[src/rtl/lfsr_pkg.sv]
// Shared types and default constants for the LFSR range sampler slice.
package lfsr_pkg;

  localparam int LFSR_W = 32;

  localparam int DEF_W         = 8;
  localparam int DEF_MAX_TRIES = 8;
  localparam int DEF_STRIDE    = 4;

  typedef enum logic [1:0] {
    IDLE   = 2'd0,
    SAMPLE = 2'd1,
    RESP   = 2'd2
  } sampler_state_e;

endpackage

[src/rtl/lfsr_mask_gen.sv]
// Turns a range into the smallest all-ones mask covering range-1.
// The result is meaningless for range 0; the caller handles that case separately.
module lfsr_mask_gen #(
  parameter int W = 8
) (
  input  logic [W-1:0] range_i,
  output logic [W-1:0] mask_o
);

  logic [W-1:0] range_m1;

  assign range_m1 = range_i - W'(1);

  // Smear the most significant set bit of range-1 into every lower position.
  always_comb begin
    mask_o = range_m1;
    for (int i = 1; i < W; i++) begin
      mask_o = mask_o | (range_m1 >> i);
    end
  end

endmodule

[src/rtl/lfsr_range_sampler.sv]
// Rejection-samples successive LFSR states into a value in [0, range),
// with a bounded number of retries and a masked fallback that is always in range.
module lfsr_range_sampler
  import lfsr_pkg::*;
#(
  parameter int W         = DEF_W,
  parameter int MAX_TRIES = DEF_MAX_TRIES,
  parameter int STRIDE    = DEF_STRIDE
) (
  input  logic              clk_i,
  input  logic              reset_ni,
  input  logic [LFSR_W-1:0] lfsr_state_i,
  input  logic              req_valid_i,
  output logic              req_ready_o,
  input  logic [W-1:0]      req_range_i,
  output logic              rsp_valid_o,
  input  logic              rsp_ready_i,
  output logic [W-1:0]      rsp_value_o,
  output logic              rsp_fallback_o,
  output logic              rsp_error_o
);

  localparam int TW = $clog2(MAX_TRIES + 1);
  localparam int SW = $clog2(STRIDE + 1);
  localparam logic [TW-1:0] LAST_TRY      = TW'(MAX_TRIES - 1);
  localparam logic [SW-1:0] STRIDE_RELOAD = SW'(STRIDE - 1);

  sampler_state_e state_q, state_d;
  logic [W-1:0]   range_q, range_d;
  logic [W-1:0]   mask_q, mask_d;
  logic [TW-1:0]  tries_q, tries_d;
  logic [SW-1:0]  stride_q, stride_d;
  logic [W-1:0]   value_q, value_d;
  logic           fallback_q, fallback_d;
  logic           error_q, error_d;
  logic           req_ready_q, req_ready_d;
  logic           rsp_valid_q, rsp_valid_d;

  logic [W-1:0]   req_mask;
  logic [W-1:0]   cand;
  logic           unused_lfsr_hi;

  // Only the low W bits of the LFSR feed the candidate.
  assign unused_lfsr_hi = ^lfsr_state_i[LFSR_W-1:W];

  lfsr_mask_gen #(
    .W(W)
  ) u_mask_gen (
    .range_i(req_range_i),
    .mask_o (req_mask)
  );

  assign cand = lfsr_state_i[W-1:0] & mask_q;

  // Next-state and datapath: accept, sample with stride spacing, then hold the response.
  always_comb begin
    state_d    = state_q;
    range_d    = range_q;
    mask_d     = mask_q;
    tries_d    = tries_q;
    stride_d   = stride_q;
    value_d    = value_q;
    fallback_d = fallback_q;
    error_d    = error_q;

    case (state_q)
      IDLE: begin
        if (req_valid_i && req_ready_q) begin
          range_d  = req_range_i;
          mask_d   = req_mask;
          tries_d  = '0;
          stride_d = '0;
          if (req_range_i == '0) begin
            state_d    = RESP;
            value_d    = '0;
            error_d    = 1'b1;
            fallback_d = 1'b0;
          end else begin
            state_d = SAMPLE;
          end
        end
      end

      SAMPLE: begin
        if (stride_q == '0) begin
          if (cand < range_q) begin
            state_d    = RESP;
            value_d    = cand;
            fallback_d = 1'b0;
            error_d    = 1'b0;
          end else if (tries_q == LAST_TRY) begin
            state_d    = RESP;
            value_d    = cand & (mask_q >> 1);
            fallback_d = 1'b1;
            error_d    = 1'b0;
          end else begin
            tries_d  = tries_q + TW'(1);
            stride_d = STRIDE_RELOAD;
          end
        end else begin
          stride_d = stride_q - SW'(1);
        end
      end

      RESP: begin
        if (rsp_valid_q && rsp_ready_i) begin
          state_d = IDLE;
        end
      end

      default: begin
        state_d = IDLE;
      end
    endcase

    req_ready_d = (state_d == IDLE);
    rsp_valid_d = (state_d == RESP);
  end

  // State and output registers; reset abandons any request in flight.
  always_ff @(posedge clk_i or negedge reset_ni) begin
    if (!reset_ni) begin
      state_q     <= IDLE;
      range_q     <= '0;
      mask_q      <= '0;
      tries_q     <= '0;
      stride_q    <= '0;
      value_q     <= '0;
      fallback_q  <= 1'b0;
      error_q     <= 1'b0;
      req_ready_q <= 1'b1;
      rsp_valid_q <= 1'b0;
    end else begin
      state_q     <= state_d;
      range_q     <= range_d;
      mask_q      <= mask_d;
      tries_q     <= tries_d;
      stride_q    <= stride_d;
      value_q     <= value_d;
      fallback_q  <= fallback_d;
      error_q     <= error_d;
      req_ready_q <= req_ready_d;
      rsp_valid_q <= rsp_valid_d;
    end
  end

  assign req_ready_o    = req_ready_q;
  assign rsp_valid_o    = rsp_valid_q;
  assign rsp_value_o    = value_q;
  assign rsp_fallback_o = fallback_q;
  assign rsp_error_o    = error_q;

endmodule

[config.mk]
export PLATFORM = sky130hd
export DESIGN_NAME = lfsr_range_sampler
export DESIGN_NICKNAME = d
export VERILOG_FILES = /design/src/rtl/lfsr_pkg.sv /design/src/rtl/lfsr_mask_gen.sv /design/src/rtl/lfsr_range_sampler.sv
export SDC_FILE = /design/constraint.sdc
export NUM_CORES = 1
export LEC_CHECK = 0
export ABC_CLOCK_PERIOD_IN_PS = 3120
export BUFFER_PORTS_ARGS = -buffer_cell sky130_fd_sc_hd__buf_2
export CAP_MARGIN = 25
export CORE_MARGIN = 4
export CORE_UTILIZATION = 35
export CTS_CLUSTER_SIZE = 28
export DETAILED_ROUTE_END_ITERATION = 10
export PLACE_DENSITY = 0.61
export SYNTH_ARGS = -nofsm -noshare
export SYNTH_HDL_FRONTEND = slang
export SYNTH_HIERARCHICAL = 1
export SYNTH_SLANG_ARGS = --single-unit
export TNS_END_PERCENT = 30
[constraint.sdc]
create_clock -name clk_i -period 3.12 [get_ports clk_i]
set_input_delay 0.468 -clock clk_i [delete_from_list [all_inputs] [get_ports clk_i]]
set_output_delay 0.468 -clock clk_i [all_outputs]
set_load 0.1 [all_outputs]
## After elaboration in Yosys (flattened, before gate mapping)

Cells that the tools add are included.

- Latch bits: 0
- Register bits after elaboration: 37
- Memories: 0
- Word-level logic and storage cells: 81
- Bits in writable memories: 0
- Output and inout bits: 12
- Bits of input ports: 44
- Memory bits (read-only): 0

- Shift-type cells: 0
- Multiply operators: 0
- Multiplexer cells: 35
- Order comparisons: 1
- Bitwise operators: 9
- Eq/ne operators: 12
- Div/mod/pow operators: 0
- Add/sub/neg operators: 3
- Reduce and logical (&&, ||, !) cells: 11

Operator list:

| cell | count |
|---|---|
| 8-bit two-way mux | 5 |
| 4-bit two-way mux | 4 |
| 8-bit case mux with 2 select lines | 1 |
| 2-bit two-way mux | 6 |
| 3-bit two-way mux | 4 |
| 1-bit two-way mux | 10 |
| 2-bit != test, second input constant | 5 |
| 5-bit AND reduction | 2 |
| 3-bit != test, second input constant | 3 |
| 8-bit by 7-bit AND with 8-bit output | 1 |
| 8-bit AND | 1 |
| 8-bit logical NOT | 1 |
| 8-bit < comparator | 1 |
| 8-bit by 1-bit OR with 8-bit output | 1 |
| 8-bit by 2-bit OR with 8-bit output | 1 |
| 8-bit by 3-bit OR with 8-bit output | 1 |
| 8-bit by 4-bit OR with 8-bit output | 1 |
| 8-bit by 5-bit OR with 8-bit output | 1 |
| 8-bit by 6-bit OR with 8-bit output | 1 |
| 8-bit by 7-bit OR with 8-bit output | 1 |
| 4-bit case mux with 2 select lines | 1 |
| 8-bit by 1-bit subtractor with 8-bit output, second input constant | 1 |
| 2-bit case mux with 3 select lines | 1 |
| 3-bit case mux with 2 select lines | 1 |
| 12 further kinds | 16 |

## Depth between registers and ports, before layout

Gate-level depths: netlist of the first run.

- Depth after elaboration: 8
- Depth in mapped cells: 9
- Depth with buffers taken out: 8

## Modules after synthesis

The synthesis of the first run kept the hierarchy.

Modules (own cells, without submodules):

| module | seq. area each (µm²) | instances | cells each | area an instance (µm²) |
|---|---|---|---|---|
| lfsr_range_sampler | 927.1 | 1 | 206 | 1921.8 |
| lfsr_mask_gen | 0.0 | 1 | 38 | 242.7 |

## Worst setup path before layout of the first run

Ideal clock, no wire load.

- Path type: in2reg
- Start point: input port lfsr_state_i[5]
- End point: register fallback_q (netlist: rsp_fallback_o)
- Path slack: 1.120 ns
- Stages on the path: 9
- Data arrival time: 1.878 ns
- Library setup time: 0.122 ns
- Buffers on the path: 1
- Data required time: 2.998 ns
- Cell sequence: and2_1 -> ha_1 -> a211oi_1 -> nor2_1 -> nor2_2 -> and2_1 -> buf_4 -> a21oi_1 -> a22o_1

- Word-level cells in the longest chain between the ends: 5
- Elaborated cells on any way between the ends: 7
- Classes of those cells: 1 x order compare; 1 x eq/ne; 3 x mux; 1 x bitwise; 1 x reduce/logical

Ends and longest elaborated chain:

| what | RTL line | source |
|---|---|---|
| start: declaration | lfsr_range_sampler.sv:12 | `input logic [LFSR_W-1:0] lfsr_state_i,` |
| 8-bit AND * | lfsr_range_sampler.sv:53 | `assign cand = lfsr_state_i[W-1:0] & mask_q;` |
| 8-bit < comparator * | lfsr_range_sampler.sv:86 | `if (cand < range_q) begin` |
| 1-bit two-way mux | lfsr_range_sampler.sv:86 |  |
| 1-bit two-way mux | lfsr_range_sampler.sv:85 | `if (stride_q == '0) begin` |
| 1-bit case mux with 2 select lines | lfsr_range_sampler.sv:66 | `case (state_q)` |
| end signal: assignment | lfsr_range_sampler.sv:140 | `fallback_q <= fallback_d;` |
| end: declaration | lfsr_range_sampler.sv:34 | `logic fallback_q, fallback_d;` |

Mark *: on every way between the ends. The rest lies on a longest branch, timed or not. The select of a mux whose other input is x is not followed.
A chain may end at the register's enable or synchronous reset.

## Worst setup path in the final report of the first run

- Start point: register mask_q[5]
- End point: register fallback_q (netlist: rsp_fallback_o)

- Word-level cells in the longest chain between the ends: 5
- Elaborated cells on any way between the ends: 7
- Classes of those cells: 1 x order compare; 1 x eq/ne; 3 x mux; 1 x bitwise; 1 x reduce/logical

Ends and longest elaborated chain:

| what | RTL line | source |
|---|---|---|
| start: declaration | lfsr_range_sampler.sv:30 | `logic [W-1:0] mask_q, mask_d;` |
| start signal: assignment | lfsr_range_sampler.sv:136 | `mask_q <= mask_d;` |
| 8-bit AND * | lfsr_range_sampler.sv:53 |  |
| 8-bit < comparator * | lfsr_range_sampler.sv:86 |  |
| 1-bit two-way mux | lfsr_range_sampler.sv:86 |  |
| 1-bit two-way mux | lfsr_range_sampler.sv:85 |  |
| 1-bit case mux with 2 select lines | lfsr_range_sampler.sv:66 |  |

Marks and branches as above.

==> metrics.cfg, run 1 <==
[run_status]
status = finished clean

[setup_path]
cp_max_fo = 10
worstPathCellList = and2_1 > ha_1 > a211oi_1 > nor2_1 > nor2_2 > and2_1 > a21oi_1 > a22o_1
crit_family = simple AND/OR/NAND/NOR gates
crit_slowest_cell = and2_1
cp_num_cells = 8
crit_top_cell = and2_1
worstPathRequired_ns = 3.30
r2r_cells = 8
start_kind = register
critPathMaxStageDelay_ns = 0.41
path_class = reg -> reg
worstSetupEndpointType = register
worstPathArrival_ns = 2.39
path_buf_inv = 0

[final_layout]
fillers = 612
layout.cells.non_filler = 355
final_common_cell = nand2_1
antenna_cells = 0
final_cell_mix = 53 x nand2_1, 36 x dfrtp_1, 31 x buf_2
final_layout_size_suffix_gt1_share_pct = 21.1
syn_to_final_growth_pct = 15.1
final_nets = 335

[power_and_ir_drop]
p_leak_nw = 1.19
ir_worst_vdd_uv = 603
power_mw = 2.55
p_per_area_nw_per_um2 = 1020

[floorplanning]
start_util_pct = 36.3
die_h_um = 86.6
dieArea_um2 = 7510
dieWidth_um = 86.6
ios = 56
rows = 28
core_um2 = 5960

[logic_synthesis]
synthMuxAreaShare_pct = 0
synth_area_um2 = 2160
ys_seq_area_share_pct = 42.8
yosysWarnings = 6
yosys.area_share.simple_pct = 26.2
synth_compound_area_share_pct = 18.8
ys_seq_elements = 37
synth_edf_count = 0
synthAdderAreaFrac_pct = 6.94
synthCells = 244
syn-num-nets = 300
avgSynthCellArea_um2 = 8.87
yosys.area_share.xor_xnor_pct = 1.21
synthArstFlopShare_pct = 100
synth_top_family_by_area = simple AND/OR/NAND/NOR gates
synth_ff_type = dfrtp_1
synth_cell_types = 52

[global_route]
gr-total-overflow = 0
grt_pass1_vias = 1839
grt_pass1_wl_um = 8540
track_usage_pct = 14.7
grt_start_max_net_pins = 38
antenna_found_initial = 0

[cts]
cts_resized = 0
cts_buffer_depth = 2
cts_hold_buf = 0
numCtsBuffers = 5
clock_latency_ns = 0.29
htreeDepth = 2
ctsRootBufferMaster = clkbuf_8
cts_sinks = 37
cts_tree = yes
post_cts_buffers = 0
path_clk_slew_ns = 0.07

[timing]
final.setup.tns_ns = 0
period_needed_ns = 2.21
hold_viol = 0
fin_crit_sh_pct = 70.7
setup_viol = 0
finalMaxSlewViolations = 0
fin_skew_ns = 0.00541
max_slew_margin_pct = 44.8
rsz0062_at_grt = false
hold_ws_ns = 0.270
worst_pin_slew_ns = 0.828
max_freq_ghz = 0.453

[route]
vias = 1799
post_drt_via_cell_ratio = 5.07
remaining_drc_errors = 0
post_drt_wl_per_cell_um = 14.3
first_iter_violations = 75
postRouteAntennaNets = 0
drt-total-wl_um = 5070
drt-pass1-iter-count = 4

[placement]
portBuffers = 31
place_hpwl_um = 3830
place_inst = 347
finalWeightedCongestion = 0.828

[hold_path]
min_path_type = in -> async

[run]
maxCapViolCount = 0

final cells by class:
cell class	instances	area [um^2]	area share, %
Clock buffer	8	90.1	3.61
Inverter	18	67.6	2.71
Multi-Input combinational cell	185	1150	46.2
Sequential cell	37	927	37.2
Tap cell	75	93.8	3.77
Timing Repair Buffer	32	163	6.53
report_power, final:
part | internal [mW] | leakage, nW | switching [mW] | total [mW]
Clock | 0.180 | 0.0455 | 0.166 | 0.347
Sequential | 0.685 | 0.469 | 0.126 | 0.811
Combinational | 0.380 | 0.675 | 1.01 | 1.39
stage by stage:
| stage | util [%] | cell area (um^2) | worst slack [ns] |
|---|---|---|---|
| global placement | 40.3 | 2400 | 0.748 |
| detailed placement | 40.3 | 2400 | 0.704 |
| floorplan | - | 2160 | 1.12 |
| CTS | 41.8 | 2490 | 0.894 |
| finish | 41.8 | 2490 | 0.914 |
| global route | 41.8 | 2490 | 0.725 |
cell families after synthesis:
family,count (synthesis)
xor gates and xnor gates,3
adders and majority gates,12
and+or+nand+nor,109
DFF,37
AOI/OAI and AO/OA,61
buffers and inverters,22
layer usage:
layer  GRT usage, %  vias up  share of wire, %
li1               -      921                 -
met4           6.09        0               1.9
met2           24.5       34                46
met5              0        -                 0
met1           18.0      835                47
met3           3.71        9               4.5
final timing paths:
check | startpoint | endpoint | slack, ns
setup reg to reg | mask_q[5] | rsp_fallback_o | 0.91
hold reg to reg | mask_q[0] | mask_q[0] | 0.48
max in group asynchronous | reset_ni | range_q[5] | 2.32
min in group clk_i | req_range_i[5] | range_q[5] | 0.43
setup / recovery | mask_q[5] | rsp_fallback_o | 0.91
hold / removal | reset_ni | rsp_value_o[7] | 0.27
synthesized netlist by cell type (2+ instances only):
cell type / number / share of area, %
a211oi_1: 2 / 0.69
a21o_1: 2 / 0.69
a21oi_1: 10 / 2.3
a22o_1: 3 / 1.2
a31oi_1: 2 / 0.58
and2_1: 9 / 2.6
and3_1: 2 / 0.58
clkbuf_1: 3 / 0.52
dfrtp_1: 36 / 42
ha_1: 12 / 6.9
inv_1: 17 / 2.9
nand2_1: 53 / 9.2
nand2b_2: 2 / 0.81
nand3_1: 6 / 1.4
nand4_1: 2 / 0.58
nand4b_1: 2 / 0.81
nor2_1: 8 / 1.4
nor2_2: 2 / 0.58
nor2b_1: 3 / 0.87
nor3_1: 5 / 1.2
nor3b_1: 2 / 0.69
nor4_1: 2 / 0.58
o211ai_1: 2 / 0.69
o21ai_0: 16 / 3.7
o21ai_1: 3 / 0.69
o21ai_2: 2 / 0.81
o21bai_1: 2 / 0.69
o22ai_1: 7 / 2.0
or4_4: 3 / 1.6
xnor2_1: 2 / 0.81
flip-flops by register name (all words and copies together) (netlist names):
register and flops:
mask_q 8, range_q 8, req_ready_o 1, rsp_error_o 1, rsp_fallback_o 1, rsp_valid_o 1
rsp_value_o 8, state_q 2, stride_q 3, tries_q 4
Power figures use the tool's default switching activity.
==> inputs of run 2 (changes only) <==
- ABC_AREA: default -> 1
- ABC_CLOCK_PERIOD_IN_PS: 3120 -> 2000
- PLACE_DENSITY: 0.61 -> 0.62
- clock period: 3.12 -> 2 ns (I/O delays scaled with it)
==> metrics.cfg, run 2 <==
[run_status]
status = finished clean

[timing]
hold_ws_ns = 0.0951
fin_crit_sh_pct = 92.7
worst_pin_slew_ns = 0.816
setup_viol = 0
hold_viol = 0
fin_skew_ns = 0.00808
timing.final.ws_setup_ns = 0.147
period_needed_ns = 1.85
finalMaxSlewViolations = 0
max_freq_ghz = 0.540
max_slew_margin_pct = 45.6
final.setup.tns_ns = 0

[logic_synthesis]
synth_area_um2 = 2320
synth_top_cells_by_count = 102 x nand2_1, 46 x inv_1, 36 x dfrtp_1, 19 x nand3_1, 19 x nor2_1
yosys.area.top_type = dfrtp_1
synth_ff_type = dfrtp_1
synthArstFlopShare_pct = 100
ys_seq_area_share_pct = 39.9
avgSynthCellArea_um2 = 7.43
syn-num-nets = 369
ys_seq_elements = 37
synth_area_leaders = dfrtp_1 39%, nand2_1 16%, inv_1 7.4%, ha_1 6.5%, nand3_1 4.1%
yosysWarnings = 6
synthCells = 313
synth_cell_types = 30
synth_most_common_cell = nand2_1
yosys.area.top_type_share_pct = 38.8
synth_edf_count = 0

[floorplanning]
start_util_pct = 36.4
rows = 29
die_h_um = 89.5
dieWidth_um = 89.5
core_um2 = 6390
dieArea_um2 = 8010
ios = 56

[cts]
numCtsBuffers = 5
cts_buffer_depth = 2
path_clk_slew_ns = 0.07
htreeDepth = 2
clock_latency_ns = 0.29
cts_tree = yes
ctsRootBufferMaster = clkbuf_8
cts_sinks = 37

[route]
post_drt_via_cell_ratio = 4.58
first_iter_violations = 88
remaining_drc_errors = 0
drt-total-wl_um = 5020
post_drt_wl_per_cell_um = 11.6
drt-pass1-iter-count = 4
vias = 1981
postRouteAntennaNets = 0

[setup_path]
path_class = reg -> reg
worstPathArrival_ns = 2.03
cp_max_fo = 8
start_kind = register
worstSetupEndpointType = register
worstPathRequired_ns = 2.18

[placement]
pre_cts_slack_ns = 0.0725
place_inst = 422
finalWeightedCongestion = 0.851
portBuffers = 31
place_hpwl_um = 3790

[final_layout]
final_cell_mix = 99 x nand2_1, 46 x inv_1, 36 x dfrtp_1
fillers = 659
multiInputGateArea_um2 = 1250
layout.cells.non_filler = 433
syn_to_final_growth_pct = 20.3
final_layout_size_suffix_gt1_share_pct = 24.7
antenna_cells = 0
regArea_um2 = 927
final_common_cell = nand2_1
final_nets = 411

[power_and_ir_drop]
clockPowerShare_pct = 12.8
power.switching_fraction_pct = 50.9
p_per_area_nw_per_um2 = 1520
power_frac_comb_pct = 59.0
switchingPower_mw = 2.16
ir_worst_vdd_uv = 756
p_leak_nw = 1.55
p_seq_share_pct = 28.2
p_int_mw = 2.08

[global_route]
antenna_found_initial = 0
gr-total-overflow = 0
grt_start_max_net_pins = 38
grt_pass1_vias = 1835
track_usage_pct = 13.4
grt_pass1_wl_um = 8390

[hold_path]
min_path_type = in -> async

[run]
maxCapViolCount = 0

run 2: kinds of logic after synthesis:
kind of cell | after synthesis | synth area share (%)
flops | 37 | 39.9
fa+ha+maj | 12 | 6.46
simple gates | 173 | 35.4
buf+inv | 58 | 10.2
compound gates | 31 | 7.32
xor+xnor | 2 | 0.754
run 2: worst paths after layout:
path / cells past startpoint / from / end / slack (ns)
setup / recovery: 13 / mask_q[5] / rsp_value_o[7] / 0.15
hold / removal: 1 / reset_ni / stride_q[1] / 0.1
setup reg to reg: 13 / mask_q[5] / rsp_value_o[7] / 0.15
hold reg to reg: 2 / rsp_value_o[6] / rsp_value_o[6] / 0.47
max in group asynchronous: 1 / reset_ni / range_q[1] / 1.39
min in group clk_i: 3 / req_range_i[0] / range_q[0] / 0.27
run 2: worst max-delay path, stage by stage (launching register included):
cell     delay (ns)
dfrtp_1        0.38
nand2_1        0.06
inv_1          0.07
ha_4           0.22
a21oi_2        0.13
nor2_1         0.08
nor3_4         0.21
nand2_4        0.10
nand2_4        0.08
nand2_4        0.06
nand2_8        0.13
nand2_4        0.10
nand2_1        0.08
nand2_1        0.05
run 2: per-layer routing:
layer	wire length (um)	global-route usage, %
met1	2390	18.6
met2	2280	20.5
met3	248	3.04
met4	113	4.87
met5	0	0
run 2: what timing repair did:
| item | in CTS | in global routing |
|---|---|---|
| buffers inserted | 0 | 2 |
| hold buffers | 0 | 0 |
| gates resized for setup | 0 | 13 |
| endpoints found under the setup margin | 0 | 14 |
run 2: final cells by class:
type	instances	area share (%)
Clock buffer	8	3.22
Inverter	53	7.20
Multi-Input combinational cell	219	44.6
Sequential cell	37	33.1
Tap cell	77	3.44
Timing Repair Buffer	39	8.41
run 2: per-stage QoR:
step | area [um^2] | util (%) | power (mW)
floorplan | 2320 | - | 2.97
global placement | 2600 | 40.8 | 3.44
detailed placement | 2600 | 40.8 | 3.47
CTS | 2690 | 42.2 | 4.02
global route | 2800 | 43.8 | 4.61
finish | 2800 | 43.8 | 4.24
run 2: power by group through the flow:
| stage | sequential, mW | combinational [mW] | clock (mW) |
|---|---|---|---|
| finish | 1.20 | 2.50 | 0.543 |
| global route | 1.23 | 2.78 | 0.594 |
| CTS | 1.19 | 2.27 | 0.558 |
| detailed placement | 1.21 | 2.26 | 0 |
| global placement | 1.20 | 2.23 | 0 |
| floorplan | 1.77 | 1.20 | 0 |
